==> src/rtl/baud_gen.sv <==
// Baud tick generator with a fractional divisor and a programmable
// oversampling rate. It produces oversample, mid-bit and end-of-bit ticks.
// Divisor writes go to a shadow register. The shadow is applied at a bit
// boundary, or whenever the generator is idle or re-synchronised.
module baud_gen #(
  parameter int OVSAMP_RATE  = 8,
  parameter int DIV_WIDTH    = 16,
  parameter int FRAC_WIDTH   = 4,
  parameter int DEFAULT_INT  = 54,
  parameter int DEFAULT_FRAC = 4
) (
  input  logic                  clk_i,
  input  logic                  rst_ni,
  input  logic                  en_i,
  input  logic                  sync_i,
  input  logic                  div_load_i,
  input  logic [DIV_WIDTH-1:0]  div_int_i,
  input  logic [FRAC_WIDTH-1:0] div_frac_i,
  output logic                  ovsamp_tick_o,
  output logic                  mid_tick_o,
  output logic                  bit_tick_o,
  output logic                  cfg_pending_o,
  output logic                  cfg_err_o
);

  localparam int OV_W = (OVSAMP_RATE > 1) ? $clog2(OVSAMP_RATE) : 1;
  localparam logic [OV_W-1:0] OV_LAST = OV_W'(OVSAMP_RATE - 1);
  localparam logic [OV_W-1:0] OV_MID  = OV_W'(OVSAMP_RATE / 2 - 1);

  logic [DIV_WIDTH-1:0]  cnt_reg;
  logic [FRAC_WIDTH-1:0] acc_reg;
  logic [OV_W-1:0]       ov_cnt_reg;
  logic [DIV_WIDTH-1:0]  act_int_reg;
  logic [FRAC_WIDTH-1:0] act_frac_reg;
  logic [DIV_WIDTH-1:0]  shd_int_reg;
  logic [FRAC_WIDTH-1:0] shd_frac_reg;
  logic                  pending_reg;
  logic                  ovsamp_tick_reg;
  logic                  mid_tick_reg;
  logic                  bit_tick_reg;
  logic                  cfg_err_reg;

  logic                  term_cnt;
  logic                  bit_end;
  logic                  apply;
  logic                  load_ok;
  logic                  restart;
  logic [DIV_WIDTH-1:0]  eff_int;
  logic [FRAC_WIDTH-1:0] eff_frac;
  logic [FRAC_WIDTH:0]   frac_sum;

  // Decode terminal count, the apply point and the divisor in force this cycle
  always_comb begin
    restart  = !en_i || sync_i;
    term_cnt = en_i && !sync_i && (cnt_reg == '0);
    bit_end  = term_cnt && (ov_cnt_reg == OV_LAST);
    apply    = restart || bit_end;
    load_ok  = div_load_i && (div_int_i >= DIV_WIDTH'(2));
    // A reload that coincides with the apply point already uses the shadow value
    eff_int  = (apply && pending_reg) ? shd_int_reg  : act_int_reg;
    eff_frac = (apply && pending_reg) ? shd_frac_reg : act_frac_reg;
    frac_sum = {1'b0, acc_reg} + {1'b0, eff_frac};
  end

  // Period counter, fractional accumulator and oversample phase
  always_ff @(posedge clk_i or negedge rst_ni) begin
    if (!rst_ni) begin
      cnt_reg    <= DIV_WIDTH'(DEFAULT_INT - 1);
      acc_reg    <= '0;
      ov_cnt_reg <= '0;
    end else if (restart) begin
      cnt_reg    <= eff_int - DIV_WIDTH'(1);
      acc_reg    <= '0;
      ov_cnt_reg <= '0;
    end else if (term_cnt) begin
      // The carry out of the accumulator stretches this period by one clock
      cnt_reg    <= eff_int - DIV_WIDTH'(1) + DIV_WIDTH'(frac_sum[FRAC_WIDTH]);
      acc_reg    <= frac_sum[FRAC_WIDTH-1:0];
      ov_cnt_reg <= (ov_cnt_reg == OV_LAST) ? '0 : ov_cnt_reg + OV_W'(1);
    end else begin
      cnt_reg    <= cnt_reg - DIV_WIDTH'(1);
    end
  end

  // Active/shadow divisor registers and the pending flag
  always_ff @(posedge clk_i or negedge rst_ni) begin
    if (!rst_ni) begin
      act_int_reg  <= DIV_WIDTH'(DEFAULT_INT);
      act_frac_reg <= FRAC_WIDTH'(DEFAULT_FRAC);
      shd_int_reg  <= '0;
      shd_frac_reg <= '0;
      pending_reg  <= 1'b0;
    end else begin
      act_int_reg  <= eff_int;
      act_frac_reg <= eff_frac;
      // A load on the apply cycle waits for the next apply point
      if (load_ok) begin
        shd_int_reg  <= div_int_i;
        shd_frac_reg <= div_frac_i;
        pending_reg  <= 1'b1;
      end else if (apply) begin
        pending_reg  <= 1'b0;
      end
    end
  end

  // Registered tick and error pulses
  always_ff @(posedge clk_i or negedge rst_ni) begin
    if (!rst_ni) begin
      ovsamp_tick_reg <= 1'b0;
      mid_tick_reg    <= 1'b0;
      bit_tick_reg    <= 1'b0;
      cfg_err_reg     <= 1'b0;
    end else begin
      ovsamp_tick_reg <= term_cnt;
      mid_tick_reg    <= term_cnt && (ov_cnt_reg == OV_MID);
      bit_tick_reg    <= bit_end;
      cfg_err_reg     <= div_load_i && !load_ok;
    end
  end

  assign ovsamp_tick_o = ovsamp_tick_reg;
  assign mid_tick_o    = mid_tick_reg;
  assign bit_tick_o    = bit_tick_reg;
  assign cfg_pending_o = pending_reg;
  assign cfg_err_o     = cfg_err_reg;

endmodule

==> config.mk <==
export PLATFORM = sky130hd
export DESIGN_NAME = baud_gen
export DESIGN_NICKNAME = d
export VERILOG_FILES = /design/src/rtl/baud_gen.sv
export SDC_FILE = /design/constraint.sdc
export NUM_CORES = 1
export LEC_CHECK = 0
export ABC_CLOCK_PERIOD_IN_PS = 4500
export CORE_AREA = 5 5 96 98
export CTS_BUF_LIST = sky130_fd_sc_hd__clkbuf_2 sky130_fd_sc_hd__clkbuf_4 sky130_fd_sc_hd__clkbuf_8
export CTS_CLUSTER_DIAMETER = 50
export DETAILED_ROUTE_END_ITERATION = 6
export DIE_AREA = 0 0 101 103
export HOLD_SLACK_MARGIN = 0.08
export MAX_ROUTING_LAYER = met4
export PLACE_DENSITY = 0.78
export SETUP_SLACK_MARGIN = 0.05
export SLEW_MARGIN = 20
export SYNTH_ARGS = -nofsm -noshare
export SYNTH_HDL_FRONTEND = slang
export SYNTH_SLANG_ARGS = --single-unit
==> constraint.sdc <==
create_clock -name clk_i -period 4.5 [get_ports clk_i]
set_clock_uncertainty 0.15 [all_clocks]
set_input_delay 0.45 -clock clk_i [delete_from_list [all_inputs] [get_ports clk_i]]
set_output_delay 0.45 -clock clk_i [all_outputs]
set_load 0.02 [all_outputs]
; Word level (Yosys, flattened, before mapping)
; Index checks and enable logic that the tools add are counted.
[totals]
output_inout_bits = 5
wordCells = 46
reg_bits = 68
[op_classes]
order_cmp = 1
mux = 11
n_reduce_logical = 15
n_eq_ne = 2
n_addsub = 5
[ops]
columns = operator, count
row1 = $mux W16, 3
row2 = $sub A16 B1 Y16 const B, 2
row3 = $add A16 B1 Y16, 1
row4 = $ge A16 B2 Y1 const B, 1
row5 = $logic_not A16 Y1, 1
row6 = $mux W4, 3
row7 = $mux W3, 3
row8 = $logic_and A1 B1 Y1, 7
row9 = $add A4 B4 Y5, 1
row10 = $reduce_bool A2 Y1, 2
row11 = $add A3 B1 Y3 const B, 1
row12 = $eq A3 B2 Y1 const B, 1
row13 = $eq A3 B3 Y1 const B, 1
row14 = $logic_not A1 Y1, 3
row15 = $logic_or A1 B1 Y1, 2
row16 = $mux W1, 2

; Longest topological paths before layout
[logic_depth]
depth_word = 11
mapped_depth = 23
ltp_nobuf = 20

; Worst setup path after synthesis
; OpenSTA, ideal clock, no wires.
[synth_timing]
path_type = register to register
startpoint = register cnt_reg[0]
endpoint = register cnt_reg[10]
slack_ns = 0.062
arrival_time_ns = 4.139
n_path_buf = 3
setup_ns = 0.149
path_stages_with_launch = 20
period_less_slack_ns = 4.438
path_cell_list = dfstp_2 -> inv_1 -> ha_1 -> nor3b_1 -> and3_2 -> a21boi_2 -> buf_6 -> buf_6 -> clkbuf_1 -> mux2i_1 -> ha_1 -> nand2b_1 -> nor4_1 -> nand2b_1 -> mux2i_4 -> xor2_2 -> a32oi_4 -> or3_1 -> a21oi_1 -> a211oi_1
[synth_via]
elab_chain_len = 10
elab_cells_between_ends = 13
classes_between = add/sub (4) / mux (4) / reduce/logical (5)
[synth_lines]
columns = item, line_no
row1 = start: declaration, 30  ; logic [DIV_WIDTH-1:0] cnt_reg;
row2 = start signal: assignment, 68  ; cnt_reg <= DIV_WIDTH'(DEFAULT_INT - 1);
row3 = start signal: assignment, 72  ; cnt_reg <= eff_int - DIV_WIDTH'(1);
row4 = start signal: assignment, 77  ; cnt_reg <= eff_int - DIV_WIDTH'(1) + DIV_WIDTH'(frac_sum[FRAC_WIDTH]);
row5 = $logic_not A16 Y1, 55  ; term_cnt = en_i && !sync_i && (cnt_reg == '0);
row6 = $logic_and A1 B1 Y1, 55
row7 = $logic_and A1 B1 Y1, 56  ; bit_end = term_cnt && (ov_cnt_reg == OV_LAST);
row8 = $logic_or A1 B1 Y1, 57  ; apply = restart || bit_end;
row9 = $logic_and A1 B1 Y1, "60, 61"
row10 = $mux W16 / $mux W4 (equally long branches), "60, 61"
row11 = $sub A16 B1 Y16 / $add A4 B4 Y5 (equally long branches), "72, 77, 62"
row12 = $add A16 B1 Y16, 77
row13 = $mux W16, 75  ; end else if (term_cnt) begin
row14 = $mux W16 *, 71  ; end else if (restart) begin
; Every way passes the cells marked *; elsewhere a longest branch is shown, timed or not.
; A chain may end at the register's enable or synchronous reset.

; Worst setup path in the final report
[layout_timing]
startpoint = register cnt_reg[8]
endpoint = register cnt_reg[12]
[layout_via]
elab_chain_len = 10
elab_cells_between_ends = 13
classes_between = add/sub (4) / mux (4) / reduce/logical (5)
[layout_lines]
columns = item, line_no
row1 = $logic_not A16 Y1, 55
row2 = $logic_and A1 B1 Y1, 55
row3 = $logic_and A1 B1 Y1, 56
row4 = $logic_or A1 B1 Y1, 57
row5 = $logic_and A1 B1 Y1, 61  ; eff_frac = (apply && pending_reg) ? shd_frac_reg : act_frac_reg;
row6 = $mux W4, 61
row7 = via eff_frac[1], 49  ; logic [FRAC_WIDTH-1:0] eff_frac;
row8 = $add A4 B4 Y5, 62  ; frac_sum = {1'b0, acc_reg} + {1'b0, eff_frac};
row9 = $add A16 B1 Y16, 77
row10 = $mux W16, 75
row11 = $mux W16, 71
; The timed path passes the listed nets, and every way through them passes these cells.

==> key figures <==
Route
  • Vias per inst: 6.142
  • Iter 0 DRT Violations: 234
  • DR vias: about 3800
  • Residual DRC: 0
  • Routed WL per cell: around 18 um
  • Final wirelength: 11300 um
  • Final ANT Viol Nets: 0
  • Drt first pass iters: 5

STA
  • Unrepaired setup endpoints after global routing: false
  • Setup TNS: 0 ns
  • Final Hold Fails: 0
  • Fin crit period: 4.214 ns
  • Max Slew Vio Count: 0
  • Tcrit/Tclk final: approximately 94%
  • Slew HR: a little over a third
  • Setup violations, final: 0
  • Fmax: ~0.24 GHz
  • Worst-Margin Slew: 0.9526 ns

Yosys
  • YS warnings: 0
  • Post-Synthesis Cells: approximately 470
  • Synth Register Bits: between 60 and 70
  • Seq/Total Area, Yosys: between 30% and 40%
  • Avg Inst Size Synth: ~9.5 um^2
  • Ys async rst share: between 90% and 100%
  • Synth top area share: 32.98%
  • Main synth FF type: dfrtp_1
  • Post-Syn Area: approximately 4500 um^2
  • Yosys cell types: 69
  • Most area-consuming cells after synthesis: dfrtp_1, mux2_2, nand2_1
  • EDFF count, synth: 0
  • Syn Nets: a little over 500
  • Synth area leader: dfrtp_1

Place
  • DP HPWL: 8151 um
  • Dpl cell area: 4898 um^2
  • Number of port buffers: 29
  • RePlAce Congestion: 0.9378
  • Cells after DPL: roughly 600

Hold path
  • Worst hold path type: register to register
  • HP Start: act_frac_reg[0]
  • Hold worst-path end: act_frac_reg[0]
  • WHS Path Cells: 2

GRT
  • GRT overflow: 0
  • Number of global-route vias before repair: around 3800
  • Initial antenna violation count: 0
  • First-pass GRT wire length: roughly 19000 um
  • GRT Overall Usage: 23.74%
  • Largest net degree at the start of global routing: 36

Power
  • P_sw: 0.6349 mW
  • Power Density: around 360 nW/um^2
  • Leak: 2.132 nW
  • Reg power frac: 43.4%
  • Power Internal: around 1.2 mW
  • Peak supply drop: about 0.25 mV
  • Comb power frac: between 20% and 30%
  • Net Sw Frac: 33.97%
  • Clk pwr share: between 30% and 40%

Finish
  • Fill count: roughly 700
  • Final Cell Area: between 5000 and 6000 um^2
  • Area Overhead vs Synth: 16.21%
  • Fin nets: about 540
  • Antenna diodes: 0
  • Most frequent cells in the layout: nand2_1, dfrtp_1, nor2_1, clkdlybuf4s50_1, mux2_2
  • Share of layout cells above drive strength 1: a little under a fifth
  • Commonest non-fill, non-tap cell in the layout: nand2_1
  • Finished Layout Cells: 618

Worst setup path
  • CP Max Fanout: 5
  • Setup CP Type: register to register
  • CP Launch Type: register
  • R2R depth: 18
  • Nature of the critical path endpoint: register
  • R2r endpoint: cnt_reg[12]
  • Reg2reg start: cnt_reg[8]
  • Critical Path AT: 4.28 ns
  • Reg2Reg Setup Slack: 0.29 ns
  • Crit path required time: between 4 and 5 ns

Floorplan
  • Die H: about 100 um
  • DIE WIDTH: between 100 and 150 um
  • Initial Utilization: 53.42%
  • Row count: 34
  • I/O pin cnt: 30
  • Die ar.: 10400 um^2
  • Core area: about 8400 um^2

Clocking
  • Clk_lat worst skew: about 0.36 ns
  • CTS tree: done
  • TritonCTS buffer count: 9
  • CTS max path bufs: 2
  • H-Tree Level Count: 3
  • Worst-path clk slew: about 0.08 ns
  • Clock root buffer: clkbuf_8
  • CTS sink cnt: 68
  • # Post-CTS Setup Buffers: 0

Status
  • Status: finished clean

Run
  • Total of max-cap violations: 0
-- worst max-delay path by stage --
stage,slack (ns),start,to,depth (start not counted)
2_1_floorplan,0.06,cnt_reg[0],cnt_reg[10],19
3_3_place_gp,0.19,ov_cnt_reg[0],cnt_reg[14],20
3_5_place_dp,0.05,ov_cnt_reg[0],cnt_reg[12],20
4_1_cts,0.1,ov_cnt_reg[0],cnt_reg[12],20
5_1_grt,0.05,cnt_reg[1],cnt_reg[10],20
6_report,0.29,cnt_reg[8],cnt_reg[12],18
-- cell families (layout without fill, tap and decap cells) --
group,after synthesis,in the layout,share of synthesized area (%)
and+or+nand+nor,197,197,23.70
muxes,44,44,11.04
AOI/OAI and AO/OA,81,81,13.08
DFF,68,68,38.26
buffers and inverters,36,74,3.494
adders and majority gates,13,13,3.801
xor gates and xnor gates,33,33,6.624
-- cell type report --
| class | count | area [um^2] | share of cell area [%] |
|---|---|---|---|
| Sequential cell | 68 | 1713 | 32.92 |
| Inverter | 16 | 60.06 | 1.154 |
| Timing Repair Buffer | 42 | 385.4 | 7.407 |
| Multi-Input combinational cell | 368 | 2686 | 51.64 |
| Tap cell | 108 | 135.1 | 2.597 |
| Clock buffer | 9 | 123.9 | 2.381 |
| Clock inverter | 7 | 98.84 | 1.900 |
-- power by group through the flow --
stage / sequential, mW / combinational [mW] / clock (mW)
floorplan: 0.784 / 0.350 / 0
global placement: 0.815 / 0.450 / 0
detailed placement: 0.818 / 0.465 / 0
CTS: 0.808 / 0.470 / 0.586
global route: 0.825 / 0.531 / 0.615
finish: 0.812 / 0.480 / 0.577
-- cell usage after synthesis, types with 3 or more instances --
library cell,n
nand4_1,5
o21ai_0,12
nand2_1,64
nor2_1,37
o21ai_1,4
nand3_1,5
dfrtp_1,59
or3_1,6
and2_1,3
a21oi_1,21
o22ai_1,7
nor4_1,13
nand2b_1,7
nor2b_1,8
nor4_2,4
nor3b_1,7
mux2_2,23
xor2_1,14
mux2i_1,19
inv_1,16
ha_1,12
nor3_1,18
clkbuf_1,15
o211ai_1,3
o31ai_2,3
and3_1,3
a31oi_1,3
dfstp_2,9
xnor2_1,18
a22oi_1,4
-- routing by layer --
layer / share of wire (%) / vias to the layer above / global-route usage [%]
li1: - / 1768 / -
met1: 41 / 1839 / 28.88
met2: 50 / 153 / 39.85
met3: 5.6 / 36 / 3.857
met4: 3.0 / 0 / 8.998
met5: 0 / - / -
-- per-stage QoR --
stage / total power, mW / worst slack [ns] / utilization, % / hold WS (ns)
after floorplan: 1.134 / 0.06218 / - / 0.004409
after global placement: 1.265 / 0.1890 / 58.45 / 0.3259
after detailed placement: 1.283 / 0.04584 / 58.45 / 0.3166
after global routing: 1.970 / 0.05460 / 62.08 / 0.3823
after CTS: 1.864 / 0.09636 / 61.36 / 0.3361
final: 1.869 / 0.2859 / 62.08 / 0.3327
-- what timing repair did --
item / in CTS / in global routing
hold buffers: 1 / 0
hold endpoints to repair: 32 / 0
setup endpoints to repair: 3 / 9
resized for setup: 2 / 14
pin swaps: 0 / 1
-- worst max-delay path: stages (launching register included) --
cell and delay, ns:
dfrtp_1 0.41, nor3_1 0.53, nand3_2 0.21, o31ai_4 0.26, buf_4 0.18, nand2_1 0.06, nand2_1 0.10, inv_1 0.07
fa_1 0.41, nor2b_1 0.17, o21ai_0 0.10, nand2b_1 0.08, ha_1 0.17, ha_2 0.23, o2111a_2 0.26, nand2_2 0.12
nor4_2 0.24, mux2i_1 0.26, o21ai_1 0.09
No activity file was read; power rests on OpenSTA's default activity.
